--- config.mk ---
export PLATFORM = sky130hd
export DESIGN_NAME = flag_event_scheduler
export DESIGN_NICKNAME = d
export VERILOG_FILES = /design/src/rtl/flag_event_scheduler.sv
export SDC_FILE = /design/constraint.sdc
export NUM_CORES = 1
export LEC_CHECK = 0
export BUFFER_PORTS_ARGS = -buffer_cell sky130_fd_sc_hd__buf_4
export CAP_MARGIN = 20
export CORE_ASPECT_RATIO = 1.2
export CORE_MARGIN = 2
export CORE_UTILIZATION = 55
export CTS_BUF_LIST = sky130_fd_sc_hd__clkbuf_2 sky130_fd_sc_hd__clkbuf_4 sky130_fd_sc_hd__clkbuf_8
export DETAILED_ROUTE_END_ITERATION = 10
export GPL_ROUTABILITY_DRIVEN = 0
export PLACE_DENSITY_LB_ADDON = 0.15
export SKIP_CTS_REPAIR_TIMING = 1
export SLEW_MARGIN = 20
export SYNTH_ARGS = -nofsm -noshare
export SYNTH_HDL_FRONTEND = slang
export SYNTH_SLANG_ARGS = --single-unit
--- constraint.sdc ---
create_clock -name clk -period 4.9 [get_ports clk]
set_clock_uncertainty 0.1 [all_clocks]
set_input_delay 0.49 -clock clk [delete_from_list [all_inputs] [get_ports clk]]
set_output_delay 0.49 -clock clk [all_outputs]
set_load 0.005 [all_outputs]
--- src/rtl/flag_event_scheduler.sv ---
// Arbitrates one-cycle event requests onto a single spaced flag-pulse channel with a held payload.
// Build option: define FLAG_SCHED_FIXED_PRIO_EN for fixed lowest-index priority instead of round-robin.
module flag_event_scheduler #(
    parameter int N_REQ  = 4,
    parameter int DATA_W = 8,
    parameter int GAP    = 6
) (
    input  logic                     clk,
    input  logic                     rst,
    input  logic [N_REQ-1:0]         req_valid,
    input  logic [N_REQ*DATA_W-1:0]  req_data,
    output logic [N_REQ-1:0]         req_overflow,
    output logic                     flag_out,
    output logic [DATA_W-1:0]        data_out,
    output logic [$clog2(N_REQ)-1:0] src_out,
    output logic                     busy
);
    localparam int SRC_W = $clog2(N_REQ);
    localparam int CNT_W = $clog2(GAP);
    localparam logic [CNT_W-1:0] SPACE_LOAD = CNT_W'(GAP - 2);

    typedef enum logic [1:0] {IDLE, ISSUE, SPACE} state_t;

    state_t            state;
    logic [CNT_W-1:0]  spaceCnt;
    logic [N_REQ-1:0]  pend;
    logic [N_REQ-1:0]  pendNxt;
    logic [N_REQ-1:0]  capture;
    logic [N_REQ-1:0]  drop;
    logic [N_REQ-1:0]  grantOh;
    logic [DATA_W-1:0] pdata [N_REQ];
    logic              grantEn;
    logic [SRC_W-1:0]  grantIdx;

`ifdef FLAG_SCHED_FIXED_PRIO_EN
    always_comb begin
        grantIdx = '0;
        for (int i = N_REQ - 1; i >= 0; i--)
            if (pend[i]) grantIdx = SRC_W'(i);
    end
`else
    logic [SRC_W-1:0] lastGrant;

    // Walk downward so the candidate closest after lastGrant overrides the rest.
    always_comb begin
        int               j;
        logic [SRC_W-1:0] idx;
        j        = 0;
        idx      = '0;
        grantIdx = '0;
        for (int k = N_REQ; k >= 1; k--) begin
            j = int'(lastGrant) + k;
            if (j >= N_REQ) j = j - N_REQ;
            idx = SRC_W'(j);
            if (pend[idx]) grantIdx = idx;
        end
    end

    always_ff @(posedge clk) begin
        if (rst)
            lastGrant <= SRC_W'(N_REQ - 1);
        else if (grantEn)
            lastGrant <= grantIdx;
    end
`endif

    assign grantEn = (state == IDLE) && (|pend);

    always_comb begin
        grantOh = '0;
        if (grantEn) grantOh[grantIdx] = 1'b1;
    end

    // A request on the requester being granted this cycle refills its slot instead of overflowing.
    assign capture = req_valid & (~pend | grantOh);
    assign drop    = req_valid & pend & ~grantOh;
    assign pendNxt = (pend & ~grantOh) | capture;

    always_ff @(posedge clk) begin
        if (rst)
            pend <= '0;
        else
            pend <= pendNxt;
        for (int i = 0; i < N_REQ; i++)
            if (capture[i]) pdata[i] <= req_data[i*DATA_W +: DATA_W];
    end

    always_ff @(posedge clk) begin
        if (rst) begin
            state        <= IDLE;
            spaceCnt     <= '0;
            flag_out     <= 1'b0;
            data_out     <= '0;
            src_out      <= '0;
            busy         <= 1'b0;
            req_overflow <= '0;
        end else begin
            flag_out     <= 1'b0;
            req_overflow <= drop;
            case (state)
                IDLE: begin
                    if (grantEn) begin
                        state    <= ISSUE;
                        flag_out <= 1'b1;
                        data_out <= pdata[grantIdx];
                        src_out  <= grantIdx;
                        busy     <= 1'b1;
                    end else begin
                        busy <= |pendNxt;
                    end
                end
                ISSUE: begin
                    state    <= SPACE;
                    spaceCnt <= SPACE_LOAD;
                    busy     <= 1'b1;
                end
                SPACE: begin
                    // Leaving on the last count keeps rising edges exactly GAP cycles apart.
                    if (spaceCnt <= CNT_W'(1)) begin
                        state <= IDLE;
                        busy  <= |pendNxt;
                    end else begin
                        busy <= 1'b1;
                    end
                    if (spaceCnt != '0) spaceCnt <= spaceCnt - CNT_W'(1);
                end
                default: begin
                    state <= IDLE;
                    busy  <= |pendNxt;
                end
            endcase
        end
    end

endmodule
# Word level (Yosys, flattened, before mapping)
# Memories as Yosys holds them, arrays and structs flattened. A register that Yosys moved wholly into a read port is not among the register bits.
# Index checks and enable logic that the tools add are counted.
[classes]
addsub = 9
n_lt_le_gt_ge = 11
eq_ne = 5
muxes = 36
bitwise = 9
n_reduce_logical = 11
[ops]
columns = ["cell", "count"]
rows = [
  ["2-bit two-way mux", 10],
  ["4-bit AND", 4],
  ["1-bit two-way mux", 16],
  ["2-bit by 3-bit less-than comparator with 1-bit output, second input constant", 5],
  ["3-bit greater-or-equal comparator, second input constant", 3],
  ["1-bit binary-select mux with 2-bit select", 4],
  ["4-bit NOT", 2],
  ["4-bit bitwise OR", 2],
  ["4-bit OR reduction", 2],
  ["2-bit by 1-bit subtractor with 2-bit output, second input constant", 4],
  ["2-bit by 2-bit adder with 3-bit output, second input constant", 2],
  ["2-bit inequality test, second input constant", 3],
  ["2-bit case mux with 3 select lines", 1],
  ["3-bit case mux with 2 select lines", 1],
  ["2-bit AND reduction", 3],
  ["2-bit by 3-bit adder with 4-bit output, second input constant", 1],
  ["4-bit by 3-bit greater-or-equal comparator with 1-bit output, second input constant", 1],
  ["4-bit two-way mux", 1],
  ["2-bit by 1-bit adder with 3-bit output, second input constant", 1],
  ["3-bit by 1-bit less-or-equal comparator with 1-bit output, second input constant", 1],
  ["3-bit two-way mux", 1],
  ["1-bit case mux with 3 select lines", 1],
  ["3-bit nonzero test", 1],
  ["3-bit by 1-bit subtractor with 3-bit output, second input constant", 1],
  ["9 further kinds", 10],
]
[word_totals]
ff_bits = 19
mem_bits_rw = 32
input_bits = 38
out_inout_bits = 16
memories = 1
[memory_table]
columns = ["memory", "depth", "word_bits", "rd", "rd_ports_with_merged_regs", "wr", "line_no", "text"]
rows = [
  ["pdata", 4, 8, 1, 1, 4, "31", "logic [DATA_W-1:0] pdata [N_REQ];"],
]

# Longest topological paths before layout
# Gate-level depths: netlist of run 1.
[depth]
word_depth = 20
ltp_mapped = 7
ltp_nobuf = 7

# Worst setup path before layout of run 1
# Ideal clock, no wire load.
[synth_path]
path_kind = "register to register"
start = "register pend[3]"
end = "memory pdata[3][0] (enable)"
setup_ps = 332
t_arrival_ps = 1578
required_time_ps = 4468
setup_slack_ps = 2891
stages_incl_launch_ff = 8
period_less_slack_ps = 2009
path_cell_list = "dfxtp_1 and2b_1 o221a_1 buf_6 buf_12 nand2_2 o21ai_1 and2_1"
[synth_lines]
columns = ["item", "line_no", "text"]
rows = [
  ["from (decl)", "26", "logic [N_REQ-1:0] pend;"],
  ["from (signal assigned)", "83", "pend <= pendNxt;"],
  ["to (decl)", "31", ""],
]

==> out/qor.txt, run 1 <==
Crit path largest cell delay: 0.90 ns
Drt wl/cell: 15.9 µm
Crit path max fanout: 19
DRC errors left: 0
Die X: 64.6 µm
Area grow syn2layout: 23.6%
ANT nets after route: 0
Flops & latches, synth: 59
Synth warn: 0
Fraction of layout cells with a size suffix above 1: 35.5%
Final Worst Setup Slack: 2.09 ns
First-pass GRT wire length: 7760 µm
Placeable Area: 0.00426 mm²
IO Count: 54
Critical Path, Cell by Cell: and2b_1 -> o221a_1 -> nand2_2 -> o21ai_1 -> and2_1
Post-synth EDFFs: 32
Antenna violations before repair: 0
# rows: 26
Endpoint type of the worst setup path: flip-flop
Die footprint: 0.00496 mm²
Asr flop ratio synth: 0%
# Max-Cap Violations: 0
Reg power frac: 50.3%
Total Power: 1.20 mW
Place WS: 2.12 ns
Longest Clk Path Bufs: 2
TritonCTS clock tree: done
WP data required: 4.78 ns
Synth Instances: 188
Peak Freq: 0.356 GHz
Clock-pin slew on the worst setup and hold paths: 0.06 ns
Sequential share of the synthesized area: 61.9%
Min Clock Period, post-route: 2.81 ns
GR Util All Layers: 21.6%
Period utilisation layout: 57.3%
Met1 Wirelength: 1740 µm
Sw frac: 26.4%
GRT Residual Overflow: 0
Nets@finish: 284
Crit path DAT: 2.69 ns
Tightest Hold Check Type: input pin to flip-flop
Largest net degree at the start of global routing: 27
Final core utilization: 70.4%
Syn nets: 229
RSZ-0062 raised after global routing: no
Most common cell after layout, fill and taps aside: buf_4
Die height: 76.8 µm
Post-DP HPWL: 3500 µm
LEAKAGE: 1.22 nW
Top Family by Delay on Critical Path: compound AO/OA/AOI/OAI gates
Buffer and inverter count on the worst path: 0
Worst-Skew Late Latency: 0.32 ns
Mapped Area: 0.00243 mm²
Final WL: 4830 µm
CP startpoint kind: flip-flop
Routed wl met2: 2780 µm
Switching pwr: 0.318 mW
Least-Margin Pin Slew: 1.09 ns
Most used DFF post-synth: edfxtp_1
Final setup fails: 0
Final hold viol count: 0
Pwr Density: 401 mW/mm²
Setup TNS Final: 0 ns
Critical path class: flip-flop to flip-flop
CTS Buf Count: 9
Root buffer cell: clkbuf_8
Gate power share: 19.1%
Pre-antenna DRT Iters: 4
Max Used Layer: met4
Starting density of the core: 56.9%
Critical-path top delay cell: o221a_1
Max VDD drop: 0.317 mV
Post-synth cell types: 42
Metal3 WL: 172 µm
Count of final max-slew check failures: 0
Vias in the first global route: 1697
Max-slew headroom: 27.6%
Clk pwr share: 30.7%
Mean post-synth cell area: 12.9 µm²
Internal power: 0.886 mW
Outcome: completed
Htree depth: 3
Initial DRC count: 151
Inserted Diodes: 0
Clock Sinks: 59
DR vias/cell: 5.39
Via Count: 1638
Commonest cells after routing, fill and taps aside: 53 x buf_4, 32 x edfxtp_1, 27 x dfxtp_1, 18 x mux2i_1, 9 x clkbuf_8
Port bufs: 53
[power groups by stage]
| stage | sequential, mW | clock, mW | combinational, mW |
|---|---|---|---|
| finish | 0.605 | 0.369 | 0.229 |
| global route | 0.611 | 0.401 | 0.249 |
| CTS | 0.605 | 0.379 | 0.232 |
| detailed placement | 0.615 | 0 | 0.230 |
| global placement | 0.613 | 0 | 0.221 |
| floorplan | 0.607 | 0 | 0.157 |
[final cells by class]
cell class	count	area (µm²)
clock buffer	12	146
clock inverter	4	18.8
fill	313	1260
inverter	8	30.0
multi-input combinational	112	835
sequential	59	1500
tap	56	70.1
timing repair buffer	53	398
[Yosys cell counts (2+ instances only)]
cell type  instances  area, µm²
inv_2              2       7.51
o21ai_0            3       15.0
or3_1              2       12.5
nor3_1             5       25.0
o21ai_1            7       35.0
nand3b_1           8       60.1
clkbuf_1           5       18.8
mux2i_1           18        180
edfxtp_1          32        961
dfxtp_1           27        541
inv_1              6       22.5
nor2b_1            5       31.3
mux2_2             7       78.8
o21ai_2            7       61.3
and2_1             4       25.0
nor2_1             8       30.0
buf_2              2       10.0
o22ai_1            2       12.5
ha_1               3       37.5
a21oi_1            6       30.0
nand2_1            3       11.3
o21bai_1           2       15.0
nand2b_1           5       31.3
[per-stage QoR]
| stage | instances | cell area [µm²] | hold slack (ns) |
|---|---|---|---|
| 6_report | 304 | 3000 | 0.236 |
| 5_1_grt | 304 | 3000 | 0.218 |
| 2_1_floorplan | 188 | 2430 | 0.353 |
| 3_5_place_dp | 288 | 2830 | 0.377 |
| 4_1_cts | 304 | 3000 | 0.218 |
| 3_3_place_gp | 288 | 2830 | 0.374 |
[worst paths after layout]
path                      from          end  slack, ns  depth (start not counted)
setup / recovery       pend[3]  pdata[3][5]       2.09                          5
hold / removal    req_data[20]  pdata[2][4]       0.24                          1
setup reg to reg       pend[3]  pdata[3][5]       2.09                          5
hold reg to reg     src_out[1]   src_out[1]       0.38                          2
[registers in the layout (all words and copies together), names as in the netlist]
| name | count |
|---|---|
| lastGrant | 2 |
| src_out | 2 |
| pend | 4 |
| pdata | 32 |
| flag_out | 1 |
| req_overflow | 4 |
| spaceCnt | 3 |
| state | 2 |
| data_out | 8 |
| busy | 1 |
[kinds of logic after synthesis]
group / after synthesis / synth area share (%)
AO/OA/AOI/OAI: 35 / 10.1
adder cells (fa/ha/maj): 3 / 1.55
buffers and inverters: 17 / 3.71
flip-flops: 59 / 61.9
multiplexers: 26 / 11.1
AND/OR/NAND/NOR: 48 / 11.7
[layer usage]
layer | GRT usage, % | vias up
li1 | - | 800
met1 | 20.8 | 777
met2 | 40.7 | 47
met3 | 4.84 | 14
met4 | 12.8 | 0
met5 | 0 | -
[worst register-to-register path, stage by stage, from the launching register on]
cell	delay, ns
dfxtp_1	0.41
and2b_1	0.17
o221a_1	0.90
nand2_2	0.19
o21ai_1	0.29
and2_1	0.40
(Power assumes the default switching activity.)
==> inputs of run 2 (changes only) <==
ABC_AREA = 1   (was not set)
CORE_UTILIZATION = 51   (was 55)
clock period = 2.3 ns   (was 4.9 ns; I/O delays follow)
==> out/qor.txt, run 2 <==
Outcome: completed
Clock Sinks: 59 (unchanged)
Antenna violations before repair: 0 (unchanged)
Min Clock Period, post-route: 2.12 ns (-0.684 ns)
Die height: 81.3 µm (+6.0%)
Port bufs: 53 (unchanged)
Internal power: 2.33 mW (+160%)
Synth top area cells: edfxtp_1 38%, dfxtp_1 21%, nor2_1 6.8%
Clk pwr share: 25.3% (-5.4 points)
Die footprint: 0.00557 mm² (+12%)
DR vias/cell: 5.02 (-6.8%)
GRT Residual Overflow: 0 (unchanged)
Reg power frac: 38.2% (-12 points)
Asr flop ratio synth: 0% (unchanged)
Gate power share: 36.4% (+17 points)
Root buffer cell: clkbuf_8
Largest net degree at the start of global routing: 22 (-19%)
First-pass GRT wire length: 7910 µm (+2.0%)
Period utilisation layout: 92.3% (+35 points)
Max-slew headroom: 71.7% (+44 points)
Sequential share of the synthesized area: 59.1% (-2.8 points)
Least-Margin Pin Slew: 0.420 ns (-0.666 ns)
Most used DFF post-synth: edfxtp_1
Mean post-synth cell area: 9.59 µm² (-26%)
Placeable Area: 0.00487 mm² (+14%)
DRC errors left: 0 (unchanged)
Critical path class: flip-flop to flip-flop
IO Count: 54 (unchanged)
Area grow syn2layout: 39.4%
TritonCTS clock tree: done
Critical-path top delay cell: dfxtp_1
GR Util All Layers: 20.7% (-0.97 points)
Htree depth: 3 (unchanged)
Top Family by Delay on Critical Path: simple AND/OR/NAND/NOR gates
Total Power: 3.60 mW (+200%)
Crit path DAT: 2.06 ns (-0.63 ns)
Max VDD drop: 0.737 mV (+130%)
Endpoint type of the worst setup path: flip-flop
Initial DRC count: 146 (-3.3%)
Final WL: 6200 µm (+28%)
CTS Buf Count: 9 (unchanged)
Fillers: 356 (+14%)
Tightest Hold Check Type: input pin to flip-flop
Drt wl/cell: 14.5 µm (-8.6%)
Count of final max-slew check failures: 0 (unchanged)
Setup TNS Final: 0 ns (unchanged)
# rows: 28 (+7.7%)
Pwr Density: 1020 mW/mm² (+150%)
Nets@finish: 403 (+42%)
Most common cell after layout, fill and taps aside: buf_4
Worst hold margin: 0.0359 ns (-0.200 ns)
Multi-input gate area: 856 µm² (+2.5%)
CP startpoint kind: flip-flop
Largest registers: pdata x32, data_out x8
Starting density of the core: 52.2% (-4.7 points)
Cell taking the most area after synthesis: edfxtp_1
Critical Path, Cell by Cell: inv_1 -> nand2_1 -> nand3_1 -> nand2_1 -> inv_1 -> nand2_1 -> nand2_1 -> nand2_2 -> nand2_4 -> inv_4 -> nand2_1 -> o21ai_2 -> inv_1 -> nor2_1 -> buf_4
Post-DP HPWL: 3740 µm (+6.8%)
Mapped Area: 0.00254 mm² (+4.7%)
Synth top area share: 37.8% (-1.8 points)
Flops & latches, synth: 59 (unchanged)
# Max-Cap Violations: 0 (unchanged)
Longest Clk Path Bufs: 2 (unchanged)
Clock-pin slew on the worst setup and hold paths: 0.07 ns (about the same)
Fraction of layout cells with a size suffix above 1: 27.5% (-8.0 points)
Syn nets: 306 (+34%)
Top-count cell post-synth: nor2_1
Seq. cell area: 0.00151 mm² (+0.42%)
Synth top cells by count: 46 x nor2_1, 39 x nand2_1, 32 x edfxtp_1
Place WS: 0.0454 ns (-2.08 ns)
WP data required: 2.24 ns (-2.54 ns)
Crit path max fanout: 8 (-11)
Post-synth EDFFs: 32 (unchanged)
Sw frac: 35.4% (+9.0 points)
Number of flip-flops under the largest register name: 32 (unchanged)
Final setup fails: 0 (unchanged)
Synth warn: 0 (unchanged)
Synth Instances: 265 (+41%)
Die X: 68.4 µm (+5.9%)
Most used cell, CP: nand2_1
Switching pwr: 1.27 mW (+300%)
ANT nets after route: 0 (unchanged)
Final hold viol count: 0 (unchanged)
Most flop-heavy register: pdata
Peak Freq: 0.471 GHz (+32%)
Buffer and inverter count on the worst path: 5 (+5)
Inserted Diodes: 0 (unchanged)
Commonest cells after routing, fill and taps aside: 64 x buf_4, 46 x nor2_1, 39 x nand2_1, 32 x dlygate4sd3_1, 32 x edfxtp_1
Via Count: 2144 (+31%)
Post-synth cell types: 33 (-21%)
Vias in the first global route: 1734 (+2.2%)
LEAKAGE: 1.59 nW (+31%)
Pre-antenna DRT Iters: 4 (unchanged)
Crit path largest cell delay: 0.42 ns (-0.48 ns)
RSZ-0062 raised after global routing: no
Final Worst Setup Slack: 0.177 ns (-1.92 ns)
Worst-Skew Late Latency: 0.33 ns (about the same)
run 2: changes by cell type in the layout (fill, tap and decap cells not counted), sizes merged, moves of 11 or more:
cell / change
buf: +11
inv: +21
nand3: +15
mux2i: -18
nor2: +38
dlygate4sd3: +32
nand2: +45
run 2: logic make-up after synthesis:
group                      after synthesis  share of synthesized area (%)
buffers and inverters                   39                           7.24
adders and majority gates                3                           1.48
DFF                                     59                           59.1
AOI/OAI and AO/OA                       47                           11.7
and+or+nand+nor                        117                           20.5
run 2: cell type report:
cell class / count / area share [%]
Multi-Input combinational cell: 167 / 24.2
Clock inverter: 6 / 1.59
Tap cell: 60 / 2.12
Inverter: 29 / 3.28
Clock buffer: 10 / 3.71
Sequential cell: 59 / 42.5
Timing Repair Buffer: 96 / 22.6
run 2: worst paths after layout:
kind | slack, ns | cells after the start | to | startpoint
max reg2reg | 0.18 | 15 | pdata[2][2] | pend[0]
min | 0.04 | 3 | pend[1] | req_valid[1]
max | 0.18 | 15 | pdata[2][2] | pend[0]
min reg2reg | 0.36 | 1 | spaceCnt[0] | spaceCnt[0]
run 2: routing by layer:
layer | vias up | GRT usage (%) | wire length (µm)
li1 | 1080 | - | -
met1 | 976 | 25.0 | 2440
met2 | 72 | 32.8 | 3330
met3 | 16 | 6.23 | 273
met4 | 0 | 10.8 | 155
met5 | - | 0 | 0
run 2: tightest hold or removal path, stage by stage:
cell	delay (ns)
buf_4	0.09
a21oi_1	0.04
nor2_1	0.07
run 2: per-stage QoR:
stage                     std cells  cell area (µm²)  util, %
after floorplan                 265             2540        -
after global placement          379             3030     62.2
after detailed placement        379             3030     62.2
after CTS                       395             3220     66.1
after global routing            427             3540     72.8
final                           427             3540     72.8
run 2: power groups by stage:
stage / Clock [mW] / Combinational, mW / Sequential [mW]
final: 0.912 / 1.31 / 1.38
after global routing: 0.979 / 1.46 / 1.39
after CTS: 0.917 / 1.24 / 1.37
after detailed placement: 0 / 1.24 / 1.39
after global placement: 0 / 1.21 / 1.39
after floorplan: 0 / 0.872 / 1.37
